[config.mk]
export PLATFORM = sky130hd
export DESIGN_NAME = bin_decoder_scan
export DESIGN_NICKNAME = d
export VERILOG_FILES = /design/src/rtl/bin_decoder_scan.sv
export SDC_FILE = /design/constraint.sdc
export NUM_CORES = 1
export LEC_CHECK = 0
export CAP_MARGIN = 0
export CORE_AREA = 4 4 41 43
export DETAILED_ROUTE_END_ITERATION = 10
export DIE_AREA = 0 0 45 47
export GPL_TIMING_DRIVEN = 0
export PLACE_DENSITY_LB_ADDON = 0.2
export SKIP_LAST_GASP = 1
export SYNTH_ARGS = -nofsm -noshare
export SYNTH_HDL_FRONTEND = slang
export SYNTH_SLANG_ARGS = --single-unit
[constraint.sdc]
create_clock -name clk -period 3.8 [get_ports clk]
set_clock_uncertainty 0.1 [all_clocks]
set_input_delay 0.38 -clock clk [delete_from_list [all_inputs] [get_ports clk]]
set_output_delay 0.38 -clock clk [all_outputs]
set_load 0.02 [all_outputs]
[src/rtl/bin_decoder_scan.sv]
// rtl/bin_decoder_scan.sv - N-bit binary to one-hot decoder with registered outputs and auto-scan
//
// Purpose: decodes bin_in to a one-hot select (direct mode) or walks the active
// channel through 0..LAST_IDX, holding each for PRESCALE clocks (scan mode).
// Optional build macro: BIN_DECODER_SCAN_BLANK_EN blanks one_hot_out during the
// cycle in which step is high (break-before-make between scanned channels).
//
// Ports:
//   clk          in   rising-edge clock
//   reset        in   synchronous active-high reset
//   en           in   global enable, 0 forces one_hot_out low
//   mode         in   0 = direct decode, 1 = auto-scan
//   bin_in       in   N-bit select, direct mode only
//   one_hot_out  out  2**N registered one-hot (or all-zero) select
//   idx_out      out  N-bit registered current channel index
//   step         out  one-cycle pulse when the scan index advances
//   wrap         out  one-cycle pulse when the scan index wraps LAST_IDX -> 0
module bin_decoder_scan #(
  parameter int N        = 2,
  parameter int PRESCALE = 4,
  parameter int LAST_IDX = 3
) (
  input  logic              clk,
  input  logic              reset,
  input  logic              en,
  input  logic              mode,
  input  logic [N-1:0]      bin_in,
  output logic [(1<<N)-1:0] one_hot_out,
  output logic [N-1:0]      idx_out,
  output logic              step,
  output logic              wrap
);

  localparam int OW = 1 << N;
  localparam int PW = (PRESCALE > 1) ? $clog2(PRESCALE) : 1;
  localparam logic [N-1:0]  LAST  = N'(LAST_IDX);
  localparam logic [PW-1:0] PLAST = PW'(PRESCALE - 1);

  typedef enum logic [1:0] {
    IDLE   = 2'd0,
    DIRECT = 2'd1,
    SCAN   = 2'd2
  } state_t;

  state_t          state_q, state_d;
  logic [PW-1:0]   pcnt_q, pcnt_d;
  logic [N-1:0]    idx_q, idx_d;
  logic [OW-1:0]   one_hot_q, one_hot_d;
  logic            step_q, step_d;
  logic            wrap_q, wrap_d;
  logic [N-1:0]    idx_next_scan;

  function automatic logic [OW-1:0] dec(input logic [N-1:0] sel);
    logic [OW-1:0] r;
    r      = '0;
    r[sel] = 1'b1;
    return r;
  endfunction

  // State and all registered outputs
  always_ff @(posedge clk) begin
    if (reset) begin
      state_q   <= IDLE;
      pcnt_q    <= '0;
      idx_q     <= '0;
      one_hot_q <= '0;
      step_q    <= 1'b0;
      wrap_q    <= 1'b0;
    end else begin
      state_q   <= state_d;
      pcnt_q    <= pcnt_d;
      idx_q     <= idx_d;
      one_hot_q <= one_hot_d;
      step_q    <= step_d;
      wrap_q    <= wrap_d;
    end
  end

  // Next state depends only on en/mode; SCAN entry vs. continuation is
  // distinguished in the output process by looking at state_q.
  always_comb begin
    state_d = state_q;
    if (!en) begin
      state_d = IDLE;
    end else if (!mode) begin
      state_d = DIRECT;
    end else begin
      state_d = SCAN;
    end
  end

  assign idx_next_scan = (idx_q == LAST) ? '0 : idx_q + N'(1);

  // Next values of the datapath registers. pcnt defaults to 0 so any leave of
  // SCAN (or SCAN entry) discards a partial dwell.
  always_comb begin
    pcnt_d    = '0;
    idx_d     = idx_q;
    one_hot_d = one_hot_q;
    step_d    = 1'b0;
    wrap_d    = 1'b0;
    if (!en) begin
      one_hot_d = '0;
    end else if (!mode) begin
      // Channels beyond LAST_IDX are not addressable: blank and keep idx
      if (bin_in <= LAST) begin
        idx_d     = bin_in;
        one_hot_d = dec(bin_in);
      end else begin
        one_hot_d = '0;
      end
    end else if (state_q != SCAN) begin
      // Scan resumes from whatever channel was last selected
      one_hot_d = dec(idx_q);
    end else if (pcnt_q != PLAST) begin
      pcnt_d = pcnt_q + PW'(1);
`ifdef BIN_DECODER_SCAN_BLANK_EN
      // Relights the channel after the blanked step cycle; otherwise a no-op
      one_hot_d = dec(idx_q);
`endif
    end else begin
      step_d = 1'b1;
      wrap_d = (idx_q == LAST);
      idx_d  = idx_next_scan;
`ifdef BIN_DECODER_SCAN_BLANK_EN
      one_hot_d = '0;
`else
      one_hot_d = dec(idx_next_scan);
`endif
    end
  end

  assign one_hot_out = one_hot_q;
  assign idx_out     = idx_q;
  assign step        = step_q;
  assign wrap        = wrap_q;

endmodule
==> metrics.md <==
| Metric | Value |
|---|---|
| Fmax | 542 MHz |
| Most frequent cells in the layout | clkdlybuf4s50_1, dfxtp_1, nand2_1 |
| Setup TNS | 0 ps |
| CTS tree | yes |
| PwrDens | 336 nW/um^2 |
| Avg Vias per Cell | 5.22 |
| # rows | 13 |
| Final hold viol count | 0 |
| #FFs+latches synth | 12 |
| Placed wire-length estimate | 930 um |
| Crit end category | output port |
| Root Buffer | clkbuf_4 |
| Share of cells above drive strength 1 | 15.7% |
| GPL Wtd Cong | 0.813 |
| Critical path depth | 1 |
| DRT Pass-1 Iters | 4 |
| Slew at the pin closest to its max-slew limit | 242 ps |
| Clock Path Buffers | 2 |
| Post-route insts no fill | 98 |
| Clock slew at reported path FFs | 70 ps |
| Placed cells | 94 |
| Final nets | 95 |
| ANT cells | 0 |
| Delay-heaviest family, CP | buffers and inverters |
| Max-slew violations | 0 |
| Syn-to-layout area delta | 30.1% |
| Primary FF master, synth | dfxtp_1 |
| R2R cell count | 5 |
| Status | completed |
| First-pass GRT wire length | 2030 um |
| Hold-fix buffers, CTS | 0 |
| Critical path arrival | 1360 ps |
| CTS Buf Count | 3 |
| Routed vias | 512 |
| Slowest cell on crit path | clkdlybuf4s50_1 |
| RSZ-0062 raised after global routing | no |
| Slowest stage delay, CP | 650 ps |
| Initial antenna violation count | 0 |
| Post-DR wirelength/cell | 12.0 um |
| Commonest non-fill, non-tap cell in the layout | clkdlybuf4s50_1 |
| Unique masters post-synth | 24 |
| GR Util All Layers | 13.8% |
| Largest net degree at the start of global routing | 11 |
| DRT antenna net count | 0 |
| Leak | 0.347 nW |
| Initial Util | 47.2% |
| Skew-Pair Late Insertion Delay | 270 ps |
| Avg Synthesized Cell Area | 9.31 um^2 |
| # Max-Cap Violations | 0 |
| Drt first-iter violations | 10 |
| Max_slew headroom | 83.9% |
| Final setup vio count | 0 |
| Critical path buffer and inverter count | 1 |
| Vias in the first global route | 474 |
| Layout Utilization | 61.4% |
| Yosys warns | 0 |
| Post_cts resized | 0 |
| Total setup buffers inserted after CTS | 0 |
| Synthesized area | 614 um^2 |
| Port bufs | 13 |
| DR DRC count | 0 |
| Worst Hold Path Cells | 1 |
| FFs w/ async S/R, synth | 0% |
| Die width | 45 um |
| Final period util | 48.5% |
| Synth Net Count | 77 |
| Cells after synthesis | 66 |
| Clock H-tree levels | 1 |
| Hold Path Class | flip-flop to flip-flop |
| Final wirelength | 1180 um |
| Crit start category | flip-flop |
| Overflow after GRT | 0 |
| Number of flops mapped to enable cells by yosys | 0 |
| CTS sink count | 12 |
| Crit Path Max Fanout | 7 |
| Die Y | 47 um |
| Critical path type | flip-flop to output port |
| CP required | 3320 ps |
| CP cell instances | clkdlybuf4s50_1 |
| Die ar. | 2120 um^2 |
| Core area | 1300 um^2 |
| Final min period | 1840 ps |
| Worst-case vdd ir drop | 187 uV |
| Io pins | 14 |
| Register area share after synthesis | 39.1% |
[kinds of logic after synthesis]
family                     Yosys count  synth area share (%)
AOI/OAI and AO/OA                   12                  12.4
adders and majority gates            5                  10.2
and+or+nand+nor                     27                  25.3
DFF                                 12                  39.1
buffers and inverters                6                  5.70
muxes                                4                  7.33
[per-stage QoR]
step | worst slack (ps) | hold WS [ps] | instance area (um^2) | power, mW
after global placement | 2020 | 315 | 763 | 0.170
after CTS | 1950 | 335 | 800 | 0.273
after detailed placement | 2010 | 324 | 763 | 0.171
final | 1960 | 331 | 800 | 0.268
after global routing | 1900 | 360 | 800 | 0.285
after floorplan | 2400 | 305 | 614 | 0.154
[flip-flops by register name (all words and copies together) (netlist names)]
| name | cells |
|---|---|
| step | 1 |
| pcnt_q | 2 |
| wrap | 1 |
| state_q | 2 |
| idx_out | 2 |
| one_hot_out | 4 |
[final timing paths]
path	slack, ps	end	startpoint
setup / recovery	1960	idx_out[0]	idx_out[0]
hold / removal	330	pcnt_q[0]	pcnt_q[0]
setup reg to reg	2410	one_hot_out[3]	idx_out[0]
hold reg to reg	330	pcnt_q[0]	pcnt_q[0]
[area by class of cell]
type | instances | area, um^2
plain buffers | 3 | 23.8
clock buffers | 4 | 36.3
fillers | 123 | 502
inverters | 3 | 11.3
multi-input cells | 48 | 339
flip-flops and latches | 12 | 240
well taps | 15 | 18.8
repair buffers | 13 | 130
[synth_stat cells (2+ instances only)]
| master | number | area [um^2] |
|---|---|---|
| a21oi_1 | 3 | 15.0 |
| mux2_2 | 4 | 45.0 |
| dfxtp_1 | 12 | 240 |
| nor2_1 | 4 | 15.0 |
| nand3_1 | 3 | 15.0 |
| nor2b_1 | 2 | 12.5 |
| nand2b_1 | 2 | 12.5 |
| inv_1 | 3 | 11.3 |
| nand2_1 | 7 | 26.3 |
| nor3b_1 | 2 | 15.0 |
| ha_1 | 5 | 62.6 |
| nor3_1 | 2 | 10.0 |
| a31oi_1 | 6 | 37.5 |
[metal layers]
metal	track usage, %	part of all wire [%]	up-vias
met5	0	0	-
met4	8.77	2.4	0
met3	5.75	6.8	5
met2	20.1	44	20
met1	16.7	47	222
li1	-	-	265
[report_power, final]
| part | internal [mW] | leakage (nW) | total (mW) | switching (mW) |
|---|---|---|---|---|
| clock | 0.0583 | 0.0210 | 0.101 | 0.0424 |
| combinational | 0.0177 | 0.229 | 0.0353 | 0.0176 |
| sequential | 0.129 | 0.0976 | 0.132 | 0.00330 |
| total | 0.205 | 0.347 | 0.268 | 0.0633 |
Power figures use the tool's default switching activity.
